**src/rtl/traffic_ctrl.sv**
```systemverilog
// traffic_ctrl: highway/farm-road intersection sequencer that paces each phase off the shared timer.
// Define TRAFFIC_PED_EN to build in the pedestrian request latch and the WALK phase.
module traffic_ctrl (
  input  logic       clk,
  input  logic       reset,
  input  logic       farm_car,
`ifdef TRAFFIC_PED_EN
  input  logic       ped_btn,
`endif
  input  logic       short_timeout,
  input  logic       long_timeout,
  output logic       timer_hw_reset,
  output logic [1:0] hw_light,
  output logic [1:0] farm_light,
  output logic       walk,
  output logic [2:0] fsm_state
);

  typedef enum logic [2:0] {
    StHg   = 3'd0,
    StHy   = 3'd1,
    StArF  = 3'd2,
    StFg   = 3'd3,
    StFy   = 3'd4,
    StArH  = 3'd5,
    StWalk = 3'd6
  } state_e;

  localparam logic [1:0] LightRed    = 2'b00;
  localparam logic [1:0] LightYellow = 2'b01;
  localparam logic [1:0] LightGreen  = 2'b10;

  // Plain vector rather than state_e so an out-of-range encoding can exist and be recovered.
  logic [2:0] r_state;
  logic [2:0] w_next;
  logic       r_timer_hw_reset;
  logic [1:0] r_hw_light;
  logic [1:0] r_farm_light;
  logic       w_st;
  logic       w_lt;
  logic       w_ped_pending;

  // The timer still holds the previous phase's count during the first cycle of a new state.
  assign w_st = short_timeout & ~r_timer_hw_reset;
  assign w_lt = long_timeout & ~r_timer_hw_reset;

  function automatic logic [1:0] hw_light_of(logic [2:0] s);
    case (s)
      StHg:    return LightGreen;
      StHy:    return LightYellow;
      default: return LightRed;
    endcase
  endfunction

  function automatic logic [1:0] farm_light_of(logic [2:0] s);
    case (s)
      StFg:    return LightGreen;
      StFy:    return LightYellow;
      default: return LightRed;
    endcase
  endfunction

  always_comb begin
    w_next = r_state;
    case (r_state)
      StHg:   if (w_lt && (farm_car || w_ped_pending)) w_next = StHy;
      StHy:   if (w_st) w_next = StArF;
      StArF:  if (w_st) w_next = w_ped_pending ? StWalk : StFg;
      StFg:   if (w_lt || (w_st && !farm_car)) w_next = StFy;
      StFy:   if (w_st) w_next = StArH;
      StArH:  if (w_st) w_next = StHg;
`ifdef TRAFFIC_PED_EN
      StWalk: if (w_lt) w_next = farm_car ? StFg : StArH;
`endif
      default: w_next = StArH;
    endcase
  end

`ifdef TRAFFIC_PED_EN
  logic r_ped_pending;
  logic r_walk;

  assign w_ped_pending = r_ped_pending;
  assign walk          = r_walk;
`else
  assign w_ped_pending = 1'b0;
  assign walk          = 1'b0;
`endif

  always_ff @(posedge clk or negedge reset) begin
    if (!reset) begin
      r_state          <= StHg;
      r_timer_hw_reset <= 1'b1;
      r_hw_light       <= LightGreen;
      r_farm_light     <= LightRed;
`ifdef TRAFFIC_PED_EN
      r_ped_pending    <= 1'b0;
      r_walk           <= 1'b0;
`endif
    end else begin
      r_state          <= w_next;
      r_timer_hw_reset <= (w_next != r_state);
      r_hw_light       <= hw_light_of(w_next);
      r_farm_light     <= farm_light_of(w_next);
`ifdef TRAFFIC_PED_EN
      // Entering WALK consumes the request, even one pressed on that same cycle.
      if (w_next == StWalk && r_state != StWalk) r_ped_pending <= 1'b0;
      else                                       r_ped_pending <= r_ped_pending | ped_btn;
      r_walk           <= (w_next == StWalk);
`endif
    end
  end

  assign timer_hw_reset = r_timer_hw_reset;
  assign hw_light       = r_hw_light;
  assign farm_light     = r_farm_light;
  assign fsm_state      = r_state;

endmodule
```
**config.mk**
```make
export PLATFORM = sky130hd
export DESIGN_NAME = traffic_ctrl
export DESIGN_NICKNAME = d
export VERILOG_FILES = /design/src/rtl/traffic_ctrl.sv
export SDC_FILE = /design/constraint.sdc
export NUM_CORES = 1
export LEC_CHECK = 0
export CAP_MARGIN = 25
export CORE_AREA = 2 2 39 41
export CTS_CLUSTER_SIZE = 28
export DETAILED_ROUTE_END_ITERATION = 7
export DIE_AREA = 0 0 41 43
export MAX_ROUTING_LAYER = met4
export SYNTH_ARGS = -nofsm -noshare
export SYNTH_HDL_FRONTEND = slang
export SYNTH_SLANG_ARGS = --single-unit
```
**constraint.sdc**
```tcl
create_clock -name clk -period 3.3 [get_ports clk]
set_input_delay 0.33 -clock clk [delete_from_list [all_inputs] [get_ports clk]]
set_output_delay 0.33 -clock clk [all_outputs]
set_load 0.05 [all_outputs]
```
==> results.py, run 1 <==
metrics = {
    "sta": {
        "period_share": 0.592,
        "finalWorstSetupSlack_ns": 1.35,
        "final-max-slew-violation-count": 0,
        "skew_ns": 0.00359,
        "max_freq_mhz": 512,
        "rsz0062_at_grt": "false",
        "setup_tns_ns": 0,
        "min_period_ns": 1.95,
        "setup-violations-final": 0,
        "hold_viol": 0,
    },
    "global_route": {
        "grt_max_degree": 10,
        "antenna_found_initial": 0,
        "grtUsageTotal": 0.132,
        "grt-ovfl-total": 0,
        "first_global_vias": 351,
        "grt_pass1_wl_microns": 1460,
    },
    "placed_design": {
        "dp_hpwl_microns": 651,
        "place.port_buffers": 12,
        "place.gp.congestion": 0.794,
        "placement.setup.worst_slack_ns": 1.42,
    },
    "floorplan": {
        "die_w_microns": 41,
        "core_area_sq_mm": 0.00138,
        "dieHeight_microns": 43,
        "die_area_sq_mm": 0.00176,
        "rows": 14,
        "io_pins": 14,
        "initial_core_util": 0.311,
    },
    "clocking": {
        "clkLatencyLatePin_ns": 0.25,
        "hold_buffers": 0,
        "htreeDepth": 1,
        "clk_path_buf_depth": 2,
        "cts_made_buffers": 3,
        "clk_pin_slew_ns": 0.05,
        "cts_resized": 0,
        "cts-root-buf": "clkbuf_4",
        "post_cts_buffers": 0,
        "cts_tree": "done",
        "cts_sinks": 8,
    },
    "detailed_routing": {
        "viasPerCell": 5.08,
        "dr.pass1.iters": 4,
        "vias": 376,
        "drt_wl_total_microns": 826,
        "post_drt_wl_per_cell_microns": 11.2,
        "ant_nets": 0,
        "drt-initial-drc-count": 6,
        "post-route-drc-count": 0,
    },
    "setup_path": {
        "path_delay_family": "buffers and inverters",
        "crit_chain": "clkdlybuf4s50_1",
        "required_ns": 2.97,
        "critPathArrivalTime_ns": 1.62,
        "worst_setup_path_start_kind": "register",
        "cp_num_cells": 1,
        "critPathKind": "register to output pin",
        "cp_slowest_stage_delay_ns": 0.81,
        "cp_max_fo": 6,
        "cp-end-kind": "output pin",
        "crit_buf_inv": 1,
        "slowest_stage": "clkdlybuf4s50_1",
        "ff2ff_path_depth": 4,
    },
    "synth": {
        "synth_top_family_by_area": "simple AND/OR/NAND/NOR gates",
        "synth.avg_cell_area_sq_um": 9.56,
        "synthXorXnorAreaFrac": 0,
        "syn_area_sq_um": 430,
        "synth-compound-area-share": 0.174,
        "async_flop_share": 1.00,
        "synth_flop_cell": "dfrtp_1",
        "synth-seq-area-share": 0.471,
        "yosysWarnings": 0,
        "netlist_instances": 45,
        "ys_types": 24,
        "syn_nets": 50,
        "synthSimpleGateAreaFrac": 0.250,
        "synthAdderAreaFrac": 0.0262,
        "synth_edf_count": 0,
        "ys_ff_latch": 8,
        "post_synth_mux_area_share": 0,
    },
    "cells_and_area": {
        "final_nets": 65,
        "layout.cells.most_common": "clkdlybuf4s50_1",
        "fillers": 147,
        "drive_gt1_frac": 0.138,
        "area_delta_synth_final_pct": 33.4,
        "final_cell_mix": "12 x clkdlybuf4s50_1, 6 x dfrtp_1, 4 x nand2_1, 4 x nor2_1",
        "antennaDiodeCount": 0,
    },
    "worst_hold_path": {
        "hold_path_class": "input pin to asynchronous set/reset pin",
    },
    "run_status": {
        "status": "complete, no violations",
    },
    "flow_run": {
        "drv_cap": 0,
    },
}
-- final cells by class --
class	instances	area [sq um]	share of cell area
Sequential cell	8	203	0.353
Multi-Input combinational cell	32	198	0.344
Timing Repair Buffer	12	120	0.209
Clock buffer	3	22.5	0.0392
Tap cell	16	20.0	0.0349
Inverter	3	11.3	0.0196
-- worst paths after layout --
| check | from | end | slack [ns] |
|---|---|---|---|
| hold reg to reg | fsm_state[0]$_DFF_PN0_ | timer_hw_reset$_DFF_PN1_ | 0.64 |
| max in group asynchronous | reset | hw_light[1]$_DFF_PN1_ | 2.67 |
| setup reg to reg | timer_hw_reset$_DFF_PN1_ | farm_light[0]$_DFF_PN0_ | 1.90 |
| min in group clk | fsm_state[0]$_DFF_PN0_ | timer_hw_reset$_DFF_PN1_ | 0.64 |
| setup / recovery | timer_hw_reset$_DFF_PN1_ | timer_hw_reset | 1.35 |
| hold / removal | reset | fsm_state[1]$_DFF_PN0_ | 0.34 |
-- flip-flops by register name (all words and copies together), names as in the netlist --
signal,cells
hw_light,2
farm_light,2
timer_hw_reset,1
fsm_state,3
-- per-stage QoR --
step	hold WS [ns]	std cells	utilization	cell area (sq um)
after detailed placement	0.622	71	0.399	552
final	0.340	74	0.415	574
after floorplan	0.0344	45	-	430
after global placement	0.623	71	0.399	552
after CTS	0.353	74	0.415	574
after global routing	0.365	74	0.415	574
-- cells in the mapped netlist (2+ instances only) --
cell type  instances  share of area
dfrtp_1            6           0.35
o22ai_1            2          0.029
nor2_1             4          0.035
a21oi_1            3          0.035
dfstp_2            2           0.12
nand2b_1           3          0.044
nand2_1            4          0.035
and2b_1            2          0.035
inv_1              3          0.026
and2_1             2          0.029
-- worst register-to-register path: cells and delay by family (launching register included) --
family             cells  cell delay [ns]
DFF                    1             0.39
AOI/OAI and AO/OA      1             0.24
and+or+nand+nor        3             0.66
-- layer usage --
metal | track usage | up-vias | share of wire
li1 | - | 181 | -
met1 | 0.155 | 171 | 0.42
met2 | 0.175 | 20 | 0.47
met3 | 0.0157 | 4 | 0.068
met4 | 0.140 | 0 | 0.041
met5 | - | - | 0
-- cells by family (layout without fill, tap and decap cells) --
family	Yosys count	after routing
buffers and inverters	5	18
other	1	1
AO/OA/AOI/OAI	10	10
AND/OR/NAND/NOR	20	20
adder cells (fa/ha/maj)	1	1
flip-flops	8	8
Power of run 1 is not shown: default switching activity piles up to over one toggle a cycle in this logic, so the estimate is an artifact.
==> run 2, diff against run 1 <==
==> constraint.sdc (replaced) <==
create_clock -name clk -period 1.8 [get_ports clk]
set_input_delay 0.18 -clock clk [delete_from_list [all_inputs] [get_ports clk]]
set_output_delay 0.18 -clock clk [all_outputs]
set_load 0.05 [all_outputs]
==> results.py, run 2 (synthesized netlist as in run 1, its figures left out) <==
metrics = {
    "cells_and_area": {
        "multi_input_area_sq_um": 198,
        "layout.cells.most_common": "clkdlybuf4s50_1",
        "drive_gt1_frac": 0.237,
        "area_delta_synth_final_pct": 32.3,
        "fillers": 145,
        "final_nets": 66,
        "largest_reg_flops": 3,
        "antennaDiodeCount": 0,
        "final_cell_mix": "7 x clkdlybuf4s50_1, 6 x dfrtp_1, 6 x buf_4, 4 x nand2_1, 4 x nor2_1",
        "register_area_sq_um": 203,
    },
    "clocking": {
        "cts-root-buf": "clkbuf_4",
        "htreeDepth": 1,
        "clkLatencyLatePin_ns": 0.24,
        "post_cts_buffers": 0,
        "clk_pin_slew_ns": 0.05,
        "hold_buffers": 0,
        "cts_sinks": 8,
        "cts_tree": "done",
        "cts_made_buffers": 3,
        "cts_resized": 0,
        "clk_path_buf_depth": 2,
    },
    "global_route": {
        "first_global_vias": 316,
        "antenna_found_initial": 0,
        "grt_max_degree": 10,
        "grtUsageTotal": 0.116,
        "grt_pass1_wl_microns": 1320,
        "grt-ovfl-total": 0,
    },
    "detailed_routing": {
        "vias": 366,
        "ant_nets": 0,
        "viasPerCell": 4.88,
        "drt_wl_total_microns": 829,
        "dr.pass1.iters": 4,
        "post-route-drc-count": 0,
        "drt-initial-drc-count": 11,
        "post_drt_wl_per_cell_microns": 11.1,
    },
    "sta": {
        "period_share": 0.848,
        "min_period_ns": 1.53,
        "max_freq_mhz": 655,
        "setup_tns_ns": 0,
        "final-max-slew-violation-count": 0,
        "rsz0062_at_grt": "false",
        "hold_viol": 0,
        "setup-violations-final": 0,
        "skew_ns": 0.00260,
    },
    "placed_design": {
        "place.gp.congestion": 0.826,
        "place.port_buffers": 12,
        "dp_hpwl_microns": 642,
    },
    "floorplan": {
        "rows": 14,
        "core_area_sq_mm": 0.00138,
        "io_pins": 14,
        "dieHeight_microns": 43,
        "die_area_sq_mm": 0.00176,
        "die_w_microns": 41,
        "initial_core_util": 0.311,
    },
    "flow_run": {
        "drv_cap": 0,
    },
    "setup_path": {
        "cp_max_fo": 1,
        "r2r_start": "timer_hw_reset$_DFF_PN1_",
        "critPathKind": "register to output pin",
        "critPathArrivalTime_ns": 1.35,
        "crit_chain": "clkdlybuf4s50_1",
        "cp_slowest_stage_delay_ns": 0.79,
        "cp-end-kind": "output pin",
        "path_delay_family": "buffers and inverters",
        "reg2reg_slack_ns": 0.43,
        "reg2reg_to": "farm_light[0]$_DFF_PN0_",
        "crit_buf_inv": 1,
        "slowest_stage": "clkdlybuf4s50_1",
        "worst_setup_path_start_kind": "register",
        "required_ns": 1.62,
        "ff2ff_path_depth": 5,
    },
    "run_status": {
        "status": "complete, no violations",
    },
    "worst_hold_path": {
        "hold_path_class": "input pin to asynchronous set/reset pin",
    },
}
[run 2: cell count changes in the layout (fill, tap and decap cells not counted)]
cell | before | now
clkdlybuf4s50_1 | 12 | 7
buf_4 | 0 | 6
[run 2: through the flow]
step	cell area, sq um	setup WS, ns	std cells	utilization	hold WS (ns)
floorplan	430	0.292	45	-	-0.116
global placement	547	0.250	72	0.395	0.476
detailed placement	547	0.264	72	0.395	0.474
CTS	569	0.258	75	0.411	0.212
global route	569	0.237	75	0.411	0.238
finish	569	0.274	75	0.411	0.204
[run 2: how the worst max path moves through the flow]
stage / endpoint / slack, ns / depth (start not counted) / from
after floorplan: farm_light[0]$_DFF_PN0_ / 0.29 / 5 / timer_hw_reset$_DFF_PN1_
after global routing: farm_light[0] / 0.24 / 1 / farm_light[0]$_DFF_PN0_
after global placement: farm_light[0]$_DFF_PN0_ / 0.25 / 6 / short_timeout
after detailed placement: farm_light[0]$_DFF_PN0_ / 0.26 / 6 / short_timeout
after CTS: farm_light[0] / 0.26 / 1 / farm_light[0]$_DFF_PN0_
final: farm_light[0] / 0.27 / 1 / farm_light[0]$_DFF_PN0_
[run 2: final cells by class]
cell class,count,area share
Timing Repair Buffer,13,0.202
Clock buffer,3,0.0396
Tap cell,16,0.0352
Multi-Input combinational cell,32,0.347
Inverter,3,0.0198
Sequential cell,8,0.356
[run 2: routing by layer]
metal	GRT usage	vias to the layer above	part of all wire	wire length [microns]
li1	-	182	-	-
met1	0.127	172	0.44	366
met2	0.181	10	0.49	408
met3	0.0157	2	0.048	40
met4	0.0800	0	0.017	14
met5	-	-	0	0
Power of run 2 is left out for the same reason.
